### config.mk
export PLATFORM = sky130hd
export DESIGN_NAME = instr_fetch_unit
export DESIGN_NICKNAME = d
export VERILOG_FILES = /design/src/rtl/instr_fetch_unit.sv
export SDC_FILE = /design/constraint.sdc
export NUM_CORES = 1
export LEC_CHECK = 0
export ABC_AREA = 1
export CORE_UTILIZATION = 51
export CTS_CLUSTER_SIZE = 28
export DETAILED_ROUTE_END_ITERATION = 10
export DONT_BUFFER_PORTS = 1
export PLACE_DENSITY = 0.62
export RECOVER_POWER = 100
export SLEW_MARGIN = 20
export SYNTH_ARGS = -nofsm -noshare
export SYNTH_HDL_FRONTEND = slang
export SYNTH_SLANG_ARGS = --single-unit
### constraint.sdc
create_clock -name clk -period 3.7 [get_ports clk]
set_clock_uncertainty 0.15 [all_clocks]
set_input_delay 0.37 -clock clk [delete_from_list [all_inputs] [get_ports clk]]
set_output_delay 0.37 -clock clk [all_outputs]
set_load 0.02 [all_outputs]
### src/rtl/instr_fetch_unit.sv
// ----------------------------------------------------------------------------
// instr_fetch_unit
//
// Fetch stage of the LEGv8 core. It holds the program counter and requests one
// instruction word at a time from instruction memory using a req/ready
// handshake. It then presents the word, its op_code field and its address to
// the decoder. When the issued instruction is consumed, the unit computes the
// next PC from the branch controls, the ALU Zero flag and the word offset.
//
// Ports
//   clk          rising-edge clock
//   reset        synchronous, active-high reset (wins over every other input)
//   imem_req     fetch request to instruction memory
//   imem_addr    fetch address (always equal to pc)
//   imem_ready   memory returns imem_rdata this cycle; completes the request
//   imem_rdata   instruction word, sampled on FETCH & imem_ready
//   stall        downstream not ready; holds the issued instruction
//   Branch       conditional branch (CBZ) from the control decoder
//   UnconBranch  unconditional branch (B) from the control decoder
//   Zero         ALU zero flag of the issued instruction
//   br_offset    sign-extended word offset of the issued instruction
//   instr_valid  instr / op_code / pc hold a valid issued instruction
//   instr        issued instruction word
//   op_code      instr[31:21]
//   pc           address of the issued instruction
//
// All outputs come from registers, so there is no combinational path from an
// input to an output.
// ----------------------------------------------------------------------------
module instr_fetch_unit #(
    parameter int                 ADDR_W   = 64,
    parameter int                 INSTR_W  = 32,
    parameter logic [ADDR_W-1:0]  RESET_PC = '0
) (
    input  logic               clk,
    input  logic               reset,
    output logic               imem_req,
    output logic [ADDR_W-1:0]  imem_addr,
    input  logic               imem_ready,
    input  logic [INSTR_W-1:0] imem_rdata,
    input  logic               stall,
    input  logic               Branch,
    input  logic               UnconBranch,
    input  logic               Zero,
    input  logic [ADDR_W-1:0]  br_offset,
    output logic               instr_valid,
    output logic [INSTR_W-1:0] instr,
    output logic [10:0]        op_code,
    output logic [ADDR_W-1:0]  pc
);

    typedef enum logic [1:0] {
        ST_IDLE  = 2'd0,
        ST_FETCH = 2'd1,
        ST_ISSUE = 2'd2
    } state_t;

    localparam logic [ADDR_W-1:0] PC_STEP = ADDR_W'(3'd4);

    state_t               state_r;
    state_t               state_next_s;
    logic                 imem_req_r;
    logic                 instr_valid_r;
    logic [INSTR_W-1:0]   instr_r;
    logic [10:0]          op_code_r;
    logic [ADDR_W-1:0]    pc_r;

    logic                 fetch_done_s;
    logic                 consume_s;
    logic                 taken_s;
    logic [ADDR_W-1:0]    next_pc_s;

    // Selects the next PC. Relative branches scale the word offset to a byte
    // offset, and the add wraps modulo 2^ADDR_W.
    function automatic logic [ADDR_W-1:0] calc_next_pc(
        input logic [ADDR_W-1:0] cur_pc,
        input logic [ADDR_W-1:0] word_offset,
        input logic              take
    );
        logic [ADDR_W-1:0] byte_offset;
        byte_offset = word_offset << 2'd2;
        if (take) begin
            calc_next_pc = cur_pc + byte_offset;
        end else begin
            calc_next_pc = cur_pc + PC_STEP;
        end
    endfunction

    // Decodes the handshake events and the branch decision. The branch
    // inputs only matter on the consume edge.
    always_comb begin
        fetch_done_s = (state_r == ST_FETCH) && imem_ready;
        consume_s    = (state_r == ST_ISSUE) && !stall;
        taken_s      = UnconBranch | (Branch & Zero);
        next_pc_s    = calc_next_pc(pc_r, br_offset, taken_s);
    end

    // Computes the next state. IDLE is left after exactly one cycle. An
    // unreachable encoding falls back to IDLE.
    always_comb begin
        state_next_s = state_r;
        case (state_r)
            ST_IDLE: begin
                state_next_s = ST_FETCH;
            end
            ST_FETCH: begin
                if (imem_ready) begin
                    state_next_s = ST_ISSUE;
                end else begin
                    state_next_s = ST_FETCH;
                end
            end
            ST_ISSUE: begin
                if (!stall) begin
                    state_next_s = ST_FETCH;
                end else begin
                    state_next_s = ST_ISSUE;
                end
            end
            default: begin
                state_next_s = ST_IDLE;
            end
        endcase
    end

    // Holds the state register. The request and valid flags are registered
    // from the next state, so they line up with the state they describe.
    always_ff @(posedge clk) begin
        if (reset) begin
            state_r       <= ST_IDLE;
            imem_req_r    <= 1'b0;
            instr_valid_r <= 1'b0;
        end else begin
            state_r       <= state_next_s;
            imem_req_r    <= (state_next_s == ST_FETCH);
            instr_valid_r <= (state_next_s == ST_ISSUE);
        end
    end

    // Captures the fetched word and advances the PC on consume.
    always_ff @(posedge clk) begin
        if (reset) begin
            instr_r   <= '0;
            op_code_r <= 11'd0;
            pc_r      <= RESET_PC;
        end else begin
            if (fetch_done_s) begin
                instr_r   <= imem_rdata;
                op_code_r <= imem_rdata[INSTR_W-1 -: 11];
            end
            if (consume_s) begin
                pc_r <= next_pc_s;
            end
        end
    end

    assign imem_req    = imem_req_r;
    assign imem_addr   = pc_r;
    assign instr_valid = instr_valid_r;
    assign instr       = instr_r;
    assign op_code     = op_code_r;
    assign pc          = pc_r;

endmodule

# Word level (Yosys, flattened, before mapping)
# Index checks and enable logic that the tools add are counted.
# word_totals
word_cells	22
ram_bits	0
inputBits	103
rom_bits	0
memories	0
ff_bits	111
latchBits	0
out_inout_bits	173
# classes
n_reduce_logical	4
shift	0
multipliers	0
mux	4
order_cmp	0
addsub	2
n_bitwise	2
eq_ne	4
div_mod_pow	0
# ops
op	n
adder 64 x 3 -> 64 bit (second input constant)	1
adder 64 bit	1
2-to-1 mux 64 bit	1
case mux 2 bit (3 select lines)	1
== test 2 x 1 -> 1 bit (second input constant)	2
== test 2 bit (second input constant)	2
2-to-1 mux 2 bit	2
logical AND 1 bit	2
zero test 2 bit	1
AND 1 bit	1
zero test 1 bit	1
bitwise OR 1 bit	1

# Logic depth before layout (Yosys ltp)
# logic_depth
depth_word	3
ltp_mapped	23

# Worst setup path before layout
# Ideal clock, no wire load.
# synth_path
path_type	input port to flip-flop
from	in Branch
to	reg pc_r[62] (netlist: imem_addr[62])
n_path_buf	1
cell_stages	22
required_time_ps	3441
setup_time_ps	109
arrival_time_ps	2673
slack_ps	769
cell_sequence	nand2_1 > inv_1 > nor2_1 > clkbuf_1 > or2_2 > ha_1 > inv_1 > fa_1 > inv_1 > nand3_1 > nand2_2 > nand2_1 > nand2_2 > nand2_1 > nand2_2 > nand2_1 > nand2_2 > nand2_1 > nand3_1 > nand3_1 > nand2_1 > inv_1
# synth_between
elab_chain_len	3
# synth_rtl
item	line	text
start: declaration	42	input logic Branch,
AND 1 bit	94	taken_s = UnconBranch | (Branch & Zero);
bitwise OR 1 bit	94	
2-to-1 mux 64 bit	82	if (take) begin
end signal: assignment	152	pc_r <= next_pc_s;
end: declaration	66	logic [ADDR_W-1:0] pc_r;
# No other way between the ends.
# A chain may end at the register's enable or synchronous reset.

# Worst setup path after layout
# layout_path
from	reg pc_r[2] (netlist: imem_addr[2])
to	reg pc_r[46] (netlist: imem_addr[46])
# layout_between
elab_chain_len	2
# layout_rtl
item	line
adder 64 x 3 -> 64 bit / adder 64 bit (equally long branches)	85, 83
2-to-1 mux 64 bit (*)	82
# Every way passes the cells marked *; elsewhere a longest branch is shown, timed or not.

==> impl_metrics.tcl <==
set metrics [dict create \
    grt-ovfl-total 0 \
    cts_tree "built" \
    yosysWarnings 0 \
    combPwrFrac_pct 19.4 \
    boundaryPins 276 \
    power_frac_clock_pct 36.0 \
    postSynthAreaPerCell_sq_um 5.56 \
    vias_per_cell 4.93 \
    post-place-ws_ns 0.319 \
    reg2reg_from "imem_addr[2]" \
    grt_usage_pct 31.2 \
    powerDensity_nw_per_um2 263 \
    startpoint "imem_addr[2]" \
    fin_crit_ns 3.28 \
    critPathKind "reg2reg" \
    antennaDiodeCount 0 \
    drive_gt1_share_pct 5.21 \
    crit_fanout 4 \
    worstPathRequired_ns 3.82 \
    drt_iter0_drc 681 \
    antenna_found_initial 0 \
    ff2ff_path_depth 18 \
    internal_power_mw 1.78 \
    worstMarginPinSlew_ns 1.16 \
    rsz0062_at_grt "false" \
    clock-sinks 98 \
    finalCritPeriodShare_pct 88.6 \
    grt_pass1_wl_um 48500 \
    die_x_um 144 \
    fillers 2188 \
    tns_ns 0 \
    post_cts_resized 0 \
    chipHeight_um 144 \
    worst_setup_path_start_kind "flop" \
    port_buffers 0 \
    r2r-end "imem_addr[46]" \
    routed_wl_um 31800 \
    hold_violations 0 \
    relSlewSlack_pct 21.8 \
    seq_area_frac_synth_pct 19.0 \
    ant_nets 0 \
    path_clk_slew_ns 0.08 \
    cp.arrival_ns 3.39 \
    place_hpwl_um 25900 \
    grt_pass1_vias 8970 \
    synth.distinct_cells 32 \
    htreeDepth 3 \
    finalSetupViolations 0 \
    core_sq_um 19700 \
    wl_per_cell_um 15.4 \
    synth_cells 1853 \
    maxCapViolations 0 \
    syn-cell-area_sq_um 10300 \
    ys_seq_elements 98 \
    fp.dieArea_sq_um 20800 \
    rows 51 \
    firstDrtPassIters 5 \
    areaGrowthSynthToFinish_pct 2.90 \
    whs_endpoint "instr_valid" \
    drcViolationCount 0 \
    cts_buffers 9 \
    grt_max_degree 64 \
    setup.worst_path.end_class "flop" \
    gp_congestion 0.940 \
    vias 10200 \
    cts.path.max_buffers 2 \
    switchingPower_mw 1.01 \
    start_util_pct 52.4 \
    irDropWorstVdd_uv 239 \
    p_leak_nw 6.48 \
    finalWorstSetupSlack_ns 0.423 \
    maxSlewViolCount 0 \
    fmax_ghz 0.305 \
    seqPwrFrac_pct 44.5 \
    fin_nets 1964 \
    min_path_cells 2 \
    status "finished, final reports clean" \
    r2r_setup_slack_ns 0.42 \
    cts_root_buffer "clkbuf_16" \
    min_from "stall" \
    sw_frac_of_total_pct 36.3 \
    hp-class "in2reg" \
    clk_latency_ns 0.37 \
]
==> registers in the layout, indices dropped and copies added, names as in the netlist <==
| name | cells |
|---|---|
| instr | 32 |
| imem_req | 1 |
| state_r | 2 |
| instr_valid | 1 |
| imem_addr | 62 |
==> critical path, stage by stage (launching register included) <==
cell,delay [ns]
dfxtp_1,0.31
clkbuf_1,0.44
ha_1,0.32
inv_1,0.07
fa_1,0.40
inv_1,0.11
nand3_1,0.07
nand2_1,0.19
nand2_1,0.09
nand2_2,0.11
nand2_1,0.07
nand2_2,0.11
nand2_1,0.09
nand2_2,0.18
nand2_1,0.16
nand3_1,0.11
nand3_1,0.08
nand2_1,0.09
inv_1,0.03
==> layer usage <==
layer	part of all wire, %	vias to the layer above	GRT usage, %
li1	-	5322	-
met1	50	4493	45.1
met2	42	373	48.9
met3	6.8	21	4.67
met4	0.93	0	5.54
met5	0	-	0
==> power by group through the flow <==
stage               logic, mW  clock network (mW)  registers (mW)
finish                  0.542                1.00            1.24
global route            0.611                1.05            1.25
CTS                     0.540                1.02            1.24
detailed placement      0.511                   0            1.27
global placement        0.503                   0            1.27
floorplan               0.468                   0            1.22
==> timing repair <==
item,4_1_cts,5_1_grt
hold buffers,31,1
setup buffers,0,0
hold endpoints to repair,35,1
==> final cells by class <==
type / count / area (sq um) / area share [%]
repair buffers: 43 / 389 / 3.67
inverters: 426 / 1600 / 15.1
multi-input cells: 1221 / 6020 / 56.7
clock inverters: 7 / 81.3 / 0.767
clock buffers: 9 / 225 / 2.12
well taps: 265 / 332 / 3.13
flip-flops and latches: 98 / 1960 / 18.5
==> cell usage after synthesis <==
cell	n	area share [%]
a21oi_1	53	2.6
xor2_1	22	1.9
inv_1	412	15
ha_1	61	7.4
nor3_4	2	0.32
fa_1	1	0.19
a21o_1	1	0.073
inv_2	12	0.44
nor2_2	18	1.1
nor2_4	2	0.22
o21ai_0	68	3.3
dfxtp_1	98	19
nand2_1	568	21
conb_1	1	0.036
o211ai_1	6	0.44
nand4_1	11	0.67
nand3_1	62	3.0
buf_2	3	0.15
nor2_1	232	8.4
nor4_2	1	0.12
clkinv_1	2	0.073
o21a_1	24	1.7
clkbuf_1	31	1.1
buf_4	77	5.6
nand2_2	26	1.6
or2_2	1	0.061
o21bai_2	1	0.11
xnor2_1	6	0.51
nand3_2	8	0.78
nor3_2	10	0.97
o21bai_1	31	2.3
nor3_1	2	0.097
==> through the flow <==
stage | total power, mW | instance area, sq um | hold WS [ns] | std cells | util [%]
2_1_floorplan | 1.69 | 10300 | 0.289 | 1856 | -
3_3_place_gp | 1.77 | 10000 | 0.291 | 2021 | 51.1
3_5_place_dp | 1.78 | 10000 | 0.293 | 2021 | 51.1
4_1_cts | 2.81 | 10700 | 0.00147 | 2068 | 54.2
5_1_grt | 2.92 | 10600 | 0.0382 | 2069 | 54.0
6_report | 2.79 | 10600 | 0.0302 | 2069 | 54.0
==> logic make-up after synthesis <==
group	count (synthesis)	synth area share [%]
buffers and inverters	537	22.4
adders and majority gates	62	7.60
AOI/OAI and AO/OA	184	10.5
DFF	98	19.0
and+or+nand+nor	943	38.0
xor gates and xnor gates	28	2.38
other	1	0.0364
==> placed cells by master (no fill, tap or decap), drive strengths merged, types with 11 or more instances in the layout <==
master       instances
nand4               11
inv                427
o21ai               68
a21oi               53
nor2               252
nand2              594
dlygate4sd3         32
clkbuf              13
o21a                24
o21bai              32
dfxtp               98
nor3                14
ha                  61
nand3               70
xor2                22
==> worst max path at each step <==
stage	end	slack, ns	depth (start not counted)
detailed placement	imem_addr[56]	0.32	19
global route	imem_addr[56]	0.25	16
global placement	imem_addr[56]	0.39	19
finish	imem_addr[46]	0.42	18
floorplan	imem_addr[62]	0.77	22
CTS	imem_addr[56]	0.71	19
Power figures use the tool's default switching activity.
